<file path="src/rtl/pes_debounce_edge.sv">
// pes_debounce_edge
//
// Input conditioning for a raw asynchronous signal (pad/button). The raw input
// is brought into the clk domain through a two-flop synchronizer, then a
// counter-based state machine debounces it: a new level is accepted only after
// the synchronized value has held for STABLE_CYCLES consecutive cycles.
//
// Ports:
//   clk          - single clock, all state updates on its rising edge
//   reset        - synchronous, active-high, overrides all other activity
//   i_raw        - asynchronous raw input, no timing relationship to clk
//   o_level      - registered debounced level (feeds a downstream flop's data input)
//   o_rise       - one-cycle pulse, first cycle o_level shows 1 after being 0
//   o_fall       - one-cycle pulse, first cycle o_level shows 0 after being 1
//   o_busy       - high while a candidate transition is being qualified
//   o_glitch_cnt - count of aborted qualifications, saturating at 255
//
// Parameter:
//   STABLE_CYCLES - cycles a new value must hold before acceptance (2 .. 2^20)

module pes_debounce_edge #(
    parameter int unsigned STABLE_CYCLES = 1000
) (
    input  logic       clk,
    input  logic       reset,
    input  logic       i_raw,
    output logic       o_level,
    output logic       o_rise,
    output logic       o_fall,
    output logic       o_busy,
    output logic [7:0] o_glitch_cnt
);

    localparam int unsigned CntW = $clog2(STABLE_CYCLES + 1);
    localparam logic [CntW-1:0] CntLast = CntW'(STABLE_CYCLES - 1);
    localparam logic [CntW-1:0] CntOne  = CntW'(1);

    typedef enum logic [1:0] {
        StIdleLow  = 2'b00,
        StWaitHigh = 2'b01,
        StIdleHigh = 2'b10,
        StWaitLow  = 2'b11
    } state_e;

    // Synchronizer flops; nothing sits between them.
    logic sync1_q;
    logic sync2_q;
    logic s;

    state_e          state_q, state_d;
    logic [CntW-1:0] cnt_q, cnt_d;
    logic            level_q, level_d;
    logic            rise_q, rise_d;
    logic            fall_q, fall_d;
    logic            busy_q, busy_d;
    logic [7:0]      glitch_q, glitch_d;
    logic            abort;

    assign s = sync2_q;

    always_comb begin
        state_d  = state_q;
        cnt_d    = cnt_q;
        level_d  = level_q;
        rise_d   = 1'b0;
        fall_d   = 1'b0;
        abort    = 1'b0;

        case (state_q)
            StIdleLow: begin
                level_d = 1'b0;
                cnt_d   = '0;
                if (s) begin
                    state_d = StWaitHigh;
                    cnt_d   = CntOne;
                end
            end
            StWaitHigh: begin
                if (s) begin
                    if (cnt_q == CntLast) begin
                        state_d = StIdleHigh;
                        level_d = 1'b1;
                        rise_d  = 1'b1;
                        cnt_d   = '0;
                    end else begin
                        cnt_d = cnt_q + CntOne;
                    end
                end else begin
                    state_d = StIdleLow;
                    cnt_d   = '0;
                    abort   = 1'b1;
                end
            end
            StIdleHigh: begin
                level_d = 1'b1;
                cnt_d   = '0;
                if (!s) begin
                    state_d = StWaitLow;
                    cnt_d   = CntOne;
                end
            end
            StWaitLow: begin
                if (!s) begin
                    if (cnt_q == CntLast) begin
                        state_d = StIdleLow;
                        level_d = 1'b0;
                        fall_d  = 1'b1;
                        cnt_d   = '0;
                    end else begin
                        cnt_d = cnt_q + CntOne;
                    end
                end else begin
                    state_d = StIdleHigh;
                    cnt_d   = '0;
                    abort   = 1'b1;
                end
            end
            default: begin
                state_d = StIdleLow;
                level_d = 1'b0;
                cnt_d   = '0;
            end
        endcase

        // Busy is decoded from the next state so the registered flag lines up
        // with the state register.
        busy_d = (state_d == StWaitHigh) || (state_d == StWaitLow);

        glitch_d = glitch_q;
        if (abort && (glitch_q != 8'hff)) begin
            glitch_d = glitch_q + 8'd1;
        end
    end

    always_ff @(posedge clk) begin
        if (reset) begin
            sync1_q  <= 1'b0;
            sync2_q  <= 1'b0;
            state_q  <= StIdleLow;
            cnt_q    <= '0;
            level_q  <= 1'b0;
            rise_q   <= 1'b0;
            fall_q   <= 1'b0;
            busy_q   <= 1'b0;
            glitch_q <= 8'd0;
        end else begin
            sync1_q  <= i_raw;
            sync2_q  <= sync1_q;
            state_q  <= state_d;
            cnt_q    <= cnt_d;
            level_q  <= level_d;
            rise_q   <= rise_d;
            fall_q   <= fall_d;
            busy_q   <= busy_d;
            glitch_q <= glitch_d;
        end
    end

    assign o_level      = level_q;
    assign o_rise       = rise_q;
    assign o_fall       = fall_q;
    assign o_busy       = busy_q;
    assign o_glitch_cnt = glitch_q;

endmodule

</file>
<file path="config.mk">
export PLATFORM = sky130hd
export DESIGN_NAME = pes_debounce_edge
export DESIGN_NICKNAME = d
export VERILOG_FILES = /design/src/rtl/pes_debounce_edge.sv
export SDC_FILE = /design/constraint.sdc
export NUM_CORES = 1
export LEC_CHECK = 0
export ABC_CLOCK_PERIOD_IN_PS = 2000
export CAP_MARGIN = 10
export CORE_AREA = 2 2 54 51
export CTS_CLUSTER_DIAMETER = 200
export CTS_CLUSTER_SIZE = 12
export DETAILED_ROUTE_END_ITERATION = 8
export DIE_AREA = 0 0 56 53
export GPL_TIMING_DRIVEN = 0
export PLACE_DENSITY = 0.75
export SLEW_MARGIN = 30
export SYNTH_ARGS = -nofsm -noshare
export SYNTH_HDL_FRONTEND = slang
export SYNTH_SLANG_ARGS = --single-unit
</file>
<file path="constraint.sdc">
create_clock -name clk -period 2 [get_ports clk]
set_clock_uncertainty 0.1 [all_clocks]
set_input_delay 0.3 -clock clk [delete_from_list [all_inputs] [get_ports clk]]
set_output_delay 0.3 -clock clk [all_outputs]
set_load 0.03 [all_outputs]
</file>
After elaboration in Yosys (flattened, before gate mapping)
Cells that the tools add are included.
Word-level totals
  output and inout bits: 12
  input port bits: 3
  word-level logic and storage cells: 53
  flip-flop bits (word level): 26
Cells by class
  equal/unequal tests: 11
  mux-type cells: 22
  reduce and logical (&&, ||, !) cells: 6
  bitwise operators: 3
  add/subtract/negate cells: 2
Operators with widths (count)
  $pmux 10 s4: 1
  $mux 10: 3
  $mux 2: 6
  $add 10x1->10 const B: 1
  $eq 10x10->1 const B: 1
  $mux 1: 9
  $add 8x1->8 const B: 1
  $ne 2x2->1 const B: 4
  $ne 8x8->1 const B: 1
  $pmux 2 s4: 1
  $eq 2x2->1 const B: 3
  $reduce_or 3->1: 2
  $eq 2x1->1 const B: 2
  $pmux 1 s4: 1
  $reduce_and 4->1: 1
  $not 1->1: 3
  $logic_not 2->1: 1
  $pmux 1 s2: 1
  $logic_and 1x1->1: 1
  $logic_or 1x1->1: 1

Depth between registers and ports, before layout
  depth after elaboration: 6
  gate-level depth with buffers: 6
  depth with buffers taken out: 6

Worst setup path after synthesis
OpenSTA, ideal clock, no wires.
  kind: flip-flop to flip-flop
  start point: register glitch_q[0] (netlist: o_glitch_cnt[0])
  end point: register glitch_q[7] (netlist: o_glitch_cnt[7])
  setup time: 0.121 ns
  period minus slack after synthesis: 1.792 ns
  path slack: 0.208 ns
  buffers on the path: 0
  arrival time: 1.571 ns
  data required time: 1.779 ns
  stages on the path, launching flop included: 6
  cells stage by stage: dfxtp_1 > ha_1 > nand4_1 > nand2_1 > nor4b_1 > mux2_2
On the way
  word-level cells in the longest chain between the ends: 2
  elaborated cells on any way between the ends: 3
  classes of those cells: 1 x add/sub; 1 x eq/ne; 1 x reduce/logical
Ends and longest elaborated chain
  start: declaration: line 56  | logic [7:0] glitch_q, glitch_d;
  start signal: assignment: line 155  | glitch_q <= glitch_d;
  parallel branches: the longest is 2 deep, another holds $add 8x1->8
Several ways; the timed one is not identified.
A chain may end at the register's enable or synchronous reset.

Final worst setup path
  start point: register state_q[1]
  end point: register glitch_q[6] (netlist: o_glitch_cnt[6])
On the way
  word-level cells in the longest chain between the ends: 3
  elaborated cells on any way between the ends: 4
  classes of those cells: 2 x eq/ne; 1 x mux; 1 x reduce/logical
Ends and longest elaborated chain
  start: declaration: line 50  | state_e state_q, state_d;
  start signal: assignment: line 139  | state_q <= StIdleLow;
  start signal: assignment: line 149  | state_q <= state_d;
  $eq 2x2->1 / $eq 2x1->1 (equally long branches): line 69  | case (state_q)
  $pmux 1 s2 *: line 69
  $logic_and 1x1->1 *: line 130  | if (abort && (glitch_q != 8'hff)) begin
Every way passes the cells marked *; elsewhere a longest branch is shown, timed or not.

==> reports/qor.csv <==
metric,value,unit
status,completed,
rsz0062_at_grt,false,
cts_buffers,3,
slew-limit-headroom,0.688,
die_y,53,um
min_path_cells,2,
cts_sinks,26,
critical_path_required,2160,ps
worst_ir_drop_vdd,0.365,mV
swShare,0.227,
synth_edf_count,0,
syn_area,1250,um2
synth-async-reset-ratio,0,
nets,171,
yosysSeqAreaShare,0.417,
route.met2.wl,1140,um
routed.top_layer,met4,
yosys-top-cells-count,"dfxtp_1 (26), nor2_1 (17), nand2_1 (12)",
critPathKind,register to register,
hold_end,s,
crit_fanout,6,
clock.fmax,0.534,GHz
io_pins,15,
synth_top_area_share,0.417,
overflow,0,
area_growth,17.7,%
clock_insertion_delay_worst_skew,320,ps
wl_per_cell,12.8,um
grt_pass1_wl,4120,um
clkPwrFrac,0.310,
reg2reg_setup_slack,130,ps
dp_hpwl,1780,um
ys_ff_latch,26,
avgSynthCellArea,8.72,um2
r2r_start,state_q[1],
p_comb_frac,0.068,
die_w,56,um
hold_class,primary input to register,
core_area,2380,um2
power_frac_seq,0.622,
grt_max_degree,15,
worstRegToRegCells,6,
num_rows,17,
hold_start,reset,
yosys_warnings,0,
antenna_cells,0,
drtAntennaViolNets,0,
fin_area,1470,um2
cp.arrival,2040,ps
cts_tree,yes,
synthMostInstantiatedCell,dfxtp_1,
dpl-instance-area,1410,um2
clockBufferDepth,2,
clk_pin_slew,150,ps
layout-drive-gt1-share,0.0807,
critPathLaunchType,register,
period_needed,1870,ps
ys_top_cells_by_area,"dfxtp_1 (42%), ha_1 (6.0%), nor2_1 (5.1%)",
gp_congestion,0.832,
vias,1061,
htreeDepth,1,
first_iter_violations,19,
synthesis.instances,143,
port_buffers,13,
avgViaCountPerCell,5.61,
leakagePower,0.486,nW
grtUsageTotal,0.178,
synth_cell_types,35,
finalMaxSlewViolations,0,
first_global_vias,920,
dr.pass1.iters,4,
power_density,583,nW/um2
wl_met3,77,um
end_kind,register,
finalHoldViolations,0,
met1_length,1170,um
synth_fp_nets,152,
maxCapViolations,0,
cts-root-buf,clkbuf_4,
setup_violations,0,
antenna_found_initial,0,
p_switching,0.194,mW
yosysTopAreaCell,dfxtp_1,
period_share,0.936,
dieArea,2970,um2
internal_power,0.661,mW
synth_ff_type,dfxtp_1,
reg2reg_to,o_glitch_cnt[6],
worst_slew_pin_slew,467,ps
drc,0,
nFillCells,214,
initial_utilization,0.524,
finalWirelength,2420,um
finalSetupTns,0,ps
worst max path at each step:
stage,from,endpoint,slack [ps]
floorplan,o_glitch_cnt[0],o_glitch_cnt[7],210
global placement,state_q[1],o_glitch_cnt[7],90
detailed placement,state_q[1],o_glitch_cnt[7],10
CTS,state_q[1],o_glitch_cnt[7],60
global route,cnt_q[0],cnt_q[0],5
finish,state_q[1],o_glitch_cnt[6],130
power by group through the flow:
stage	Sequential (mW)	Combinational [mW]	Clock [mW]
final	0.532	0.0581	0.265
after global routing	0.533	0.0658	0.291
after CTS	0.532	0.0582	0.275
after detailed placement	0.543	0.0579	0
after global placement	0.543	0.0564	0
after floorplan	0.549	0.0344	0
layer usage:
layer,global-route usage,vias up
met5,0,-
met4,0.107,0
met1,0.238,503
met2,0.278,18
li1,-,538
met3,0.0220,2
critical path, cell delays in order, from the launching register on:
cell and delay (ps):
dfxtp_1 390, inv_1 110, ha_2 240, mux2_4 180, nand3_2 120, or4_1 530
a21oi_1 150
cells in the final DEF (no fill, tap or decap), types with 2 or more instances in the layout:
cell type,count
a31oi_1,3
nor2b_1,5
mux2i_1,5
nand4_1,3
nand3_1,4
nor3_1,10
ha_2,2
ha_1,4
a211oi_1,4
inv_1,9
clkbuf_4,3
a21oi_1,4
xnor2_1,7
dfxtp_1,26
nor2_1,17
xor2_1,2
clkbuf_1,2
nand2_1,12
o21ai_0,6
clkdlybuf4s50_1,13
metrics by stage:
| stage | utilization | instances | hold WS, ps | setup WS (ps) | total power [mW] |
|---|---|---|---|---|---|
| after floorplan | - | 143 | 314 | 208 | 0.583 |
| after global placement | 0.593 | 184 | 329 | 87.5 | 0.599 |
| after detailed placement | 0.593 | 184 | 330 | 10.8 | 0.601 |
| after CTS | 0.611 | 189 | 214 | 57.9 | 0.865 |
| after global routing | 0.616 | 189 | 226 | 5.31 | 0.890 |
| final | 0.616 | 189 | 214 | 127 | 0.855 |
area by class of cell:
| class | count | area, um2 | area share |
|---|---|---|---|
| flip-flops and latches | 26 | 520 | 0.355 |
| inverters | 9 | 33.8 | 0.0230 |
| clock buffers | 4 | 36.3 | 0.0247 |
| multi-input cells | 104 | 688 | 0.469 |
| repair buffers | 14 | 138 | 0.0938 |
| plain buffers | 4 | 16.3 | 0.0111 |
| well taps | 28 | 35.0 | 0.0239 |
state kept, by name, summed over array words and instances, names as in the netlist:
signal        count
o_busy            1
sync1_q           1
state_q           2
cnt_q            10
s                 1
o_rise            1
o_glitch_cnt      8
o_level           1
o_fall            1
timing repair:
| action | in CTS | in global routing |
|---|---|---|
| buffers inserted | 1 | 0 |
| hold buffers | 0 | 0 |
| pin swaps | 1 | 0 |
| setup endpoints to repair | 1 | 3 |
| resized for setup | 0 | 3 |
cell families (layout without fill, tap and decap cells):
kind of cell,Yosys count,count (layout),synth area share
and+or+nand+nor,60,60,0.244
adders and majority gates,6,6,0.0602
AOI/OAI and AO/OA,22,22,0.114
DFF,26,26,0.417
muxes,7,7,0.0612
xor gates and xnor gates,9,9,0.0632
buffers and inverters,13,31,0.0401
(Power assumes the default switching activity.)
==> RTL change 1: new RTL, same settings <==
Set the parameter `STABLE_CYCLES` to 2000 (it was 1000).
--- a/src/rtl/pes_debounce_edge.sv
+++ b/src/rtl/pes_debounce_edge.sv
@@ -21,3 +21,3 @@
 module pes_debounce_edge #(
-    parameter int unsigned STABLE_CYCLES = 1000
+    parameter int unsigned STABLE_CYCLES = 2000
 ) (
Check against the original RTL: no difference found for any inputs over 10 cycles, from zero or initial values and one cycle with reset high; that may be too few to reach the edited logic, so the function may still have changed.
==> RTL change 1 against the unedited design <==
- global-route usage is 0.30 points higher
- synthesized cell count shrank 0.70%
- setup slack worse by 0.017 ns
- final area grew 2.8%
- synthesized area rose by 5.6%
- wire length increased by 0.62%
- maximum frequency is 0.88% lower
- sequential cell count up 1
- via count up 1.5%
Power is not compared: it rests on default switching activity, and its combinational part moved more than twofold at a synthesized area within 25%.
==> RTL change 1: results (changes against the unedited design) <==
Clk buf depth = 2 (unchanged)
Cts repair resizes = 0 (unchanged)
I/O Buffers = 13 (unchanged)
GP Congestion = 0.851 (+2.3%)
Routed wl met3 = 128 um (+66%)
H-tree depth = 1 (unchanged)
Vias in the first global route = 991 (+7.7%)
Leak = 0.482 nW
Share of flip-flops with an asynchronous set or reset = 0% (unchanged)
Final setup fails = 0 (unchanged)
Ys Warns = 0 (unchanged)
Crit-path max FO = 7 (+1)
Slowest stage delay, CP = 0.71 ns (+0.18 ns)
Post-synthesis cell type count = 38 (+8.6%)
HPWL Detailed = 1760 um (-1.1%)
Number of flip-flops in the largest register = 11 (+1)
Maximum VDD drop = 820 uV
Hold depth = 2 (unchanged)
Post-synthesis xor/xnor area fraction = 7.31% (+0.99 points)
Top_reg_cell synth = dfxtp_1
Gr usage total = 18.1% (+0.30 points)
Initial Utilization = 55.3% (+2.9 points)
First-pass GRT wire length = 4210 um (+2.2%)
Nets@finish = 169 (-1.2%)
Syn_nets = 151 (-0.66%)
Routed WL = 2430 um (+0.62%)
Post-synthesis mux area share = 5.60% (-0.52 points)
Sequential-to-total area share from yosys stat = 41.0% (-0.70 points)
Drt pass-1 iters = 4 (unchanged)
WL met1 = 1160 um (-1.1%)
Critical Path Slowest Stage Cell = clkdlybuf4s50_1
Top post-synthesis cells by count = 27 x dfxtp_1, 25 x nor2_1, 10 x nand2_1, 8 x xnor2_1, 7 x inv_1
Setup WS pre-CTS = 0.294 ns (+0.284 ns)
Compound-gate portion of the synthesized area = 10.1% (-1.4 points)
Setup bufs post-CTS = 0 (-1)
Met2 WL post-DR = 1120 um (-1.6%)
HP Class = in -> reg
Largest Register = cnt_q
Area contributors post-synth = dfxtp_1 41%, nor2_1 7.1%, ha_1 5.7%
Clk root buf = clkbuf_4
Inserted Diodes = 0 (unchanged)
Initial antenna violation count = 0 (unchanged)
Latest clock arrival within the worst-skew pair = 0.32 ns (about the same)
Worst slew margin = 67.9% (-0.97 points)
Worst-path clk slew = 0.14 ns
Cells on worst reg2reg path = 6 (unchanged)
Top sig layer = met4
Worst path top cell family by delay = buffers and inverters
Initial DRC count = 22 (+3)
CTS Buf Count = 3 (unchanged)
Vias = 1,077 (+1.5%)
Layout cells sized above 1 = 7.55% (-0.53 points)
Filler cell count = 206 (-3.7%)
Post-synthesis adder-cell area fraction = 5.70% (-0.32 points)
Status = finished, final reports clean
Largest net degree at the start of global routing = 15 (unchanged)
RTL change 1: cell type report:
class | instances | area share (%)
buffer | 4 | 1.49
clock buffer | 4 | 1.74
inverter | 7 | 1.74
multi-input combinational | 104 | 48.3
sequential | 27 | 35.8
tap | 28 | 2.32
timing repair buffer | 13 | 8.62
RTL change 1: cells by family after synthesis:
logic type / Yosys count
AOI/OAI and AO/OA: 17
xor gates and xnor gates: 11
adders and majority gates: 6
buffers and inverters: 11
DFF: 27
muxes: 6
and+or+nand+nor: 64
RTL change 1: report_power, final:
group	switching, W	internal [W]
clock network	0.000155	0.0000781
registers	0.0000309	0.000578
logic	0.000204	0.000144
RTL change 1: final timing paths:
| check | start | to | slack, ns |
|---|---|---|---|
| worst max-delay path | o_glitch_cnt[3]$_SDFFE_PP0P_ | o_glitch_cnt[3] | 0.11 |
| worst min-delay path | reset | sync1_q$_SDFF_PP0_ | 0.29 |
| worst max register to register | state_q[1]$_SDFF_PP0_ | state_q[1]$_SDFF_PP0_ | 0.25 |
| worst min register to register | sync1_q$_SDFF_PP0_ | s$_SDFF_PP0_ | 0.36 |
RTL change 1: routing by layer:
layer / global-route usage (%) / vias to the layer above
met5: 0 / -
li1: - / 538
met3: 5.87 / 4
met1: 22.1 / 508
met2: 31.4 / 27
met4: 4.37 / 0
RTL change 1: stage by stage:
step	util, %	instances	instance area (sq um)	hold slack, ns	power (W)
2_1_floorplan	-	142	1320	0.314	0.000876
3_3_place_gp	62.2	183	1480	0.317	0.000946
3_5_place_dp	62.2	183	1480	0.343	0.000964
4_1_cts	63.3	187	1510	0.289	0.00120
5_1_grt	63.3	187	1510	0.302	0.00126
6_report	63.3	187	1510	0.288	0.00119
==> RTL change 2: new RTL, config.mk and constraints unchanged <==
Made on the original files. Put one more register stage on the output `o_glitch_cnt`, cleared by the reset. The value now appears one clock later. The other outputs are not delayed to match.
--- a/src/rtl/pes_debounce_edge.sv
+++ b/src/rtl/pes_debounce_edge.sv
@@ -162,3 +162,9 @@
     assign o_busy       = busy_q;
-    assign o_glitch_cnt = glitch_q;
+    always_ff @(posedge clk) begin
+        if (reset) begin
+            o_glitch_cnt <= '0;
+        end else begin
+            o_glitch_cnt <= glitch_q;
+        end
+    end
 
Behaviour: not the same (Yosys sat finds a counterexample within 10 cycles, from zero or initial values and one cycle with reset high).
==> RTL change 2 against the unedited design <==
- wire length increased by 9.1%
- via count rose by 5.2%
- non-clock buffer count grew 2
- final cell count increased by 7.4%
- synthesized area increased by 16%
- total power increased by 44%
- final area increased by 16%
- sequential cell count grew 8
- setup slack worse by 0.017 ns
- synthesized cell count rose by 7.0%
- largest cell class unchanged
==> RTL change 2: results (changes against the unedited design) <==
GP Congestion = 0.856 (+3.0%)
Sequential-to-total area share from yosys stat = 47.2% (+5.5 points)
Crit-path max FO = 9 (+3)
Post-synthesis xor/xnor area fraction = 7.29% (+0.97 points)
Post-synthesis mux area share = 2.86% (-3.3 points)
Layout cells sized above 1 = 7.43% (-0.65 points)
HPWL Detailed = 1930 um (+8.6%)
H-tree depth = 2 (+1)
Met3 Usage GRT = 5.13% (+2.9 points)
Status = finished, final reports clean
Top post-synthesis cells by count = 34 x dfxtp_1, 19 x nor2_1, 10 x nor2b_1, 7 x nand2_1, 7 x xor2_1
Worst Setup SP = state_q[0]$_SDFF_PP0_
Met1 Usage GRT = 26.8% (+3.1 points)
Initial DRC count = 56 (+37)
Maximum VDD drop = 729 uV (+100%)
Setup bufs post-CTS = 0 (-1)
Area contributors post-synth = dfxtp_1 47%, ha_1 5.2%, nor2_1 4.9%
Worst-path clk slew = 0.10 ns (-0.05 ns)
R2r endpoint = cnt_q[3]$_SDFF_PP0_
Area post-placement = 1620 sq um (+15%)
Fin Hold WS = 0.352 ns (+0.138 ns)
Leak = 0.632 nW (+30%)
Post-synthesis adder-cell area fraction = 5.20% (-0.81 points)
Syn_nets = 162 (+6.6%)
Routed WL = 2640 um (+9.1%)
Hold Crit Start = sync1_q$_SDFF_PP0_
First-pass GRT wire length = 4510 um (+9.4%)
Tmin final = 1.89 ns (+0.0169 ns)
HP Class = reg -> reg
Placed cells = 195 (+6.0%)
[RTL change 2: power by group through the flow]
stage | logic, W | clock network, W | registers (W)
4_1_cts | 0.0000599 | 0.000492 | 0.000691
3_5_place_dp | 0.0000595 | 0 | 0.000706
2_1_floorplan | 0.0000346 | 0 | 0.000711
5_1_grt | 0.0000659 | 0.000522 | 0.000692
3_3_place_gp | 0.0000569 | 0 | 0.000706
6_report | 0.0000597 | 0.000484 | 0.000691
[RTL change 2: final cells by class]
type | count | area, sq um | area share (%)
Sequential cell | 34 | 682 | 40.1
Inverter | 6 | 22.5 | 1.32
Buffer | 6 | 31.3 | 1.84
Clock inverter | 1 | 30.0 | 1.77
Clock buffer | 7 | 45.0 | 2.65
Timing Repair Buffer | 14 | 140 | 8.24
Multi-Input combinational cell | 107 | 714 | 42.0
Tap cell | 28 | 35.0 | 2.06
[RTL change 2: layer usage]
layer / vias to the layer above / share of wire [%]
met2: 24 / 45
met5: - / 0
met4: 0 / 2.0
li1: 571 / -
met1: 514 / 49
met3: 7 / 3.9
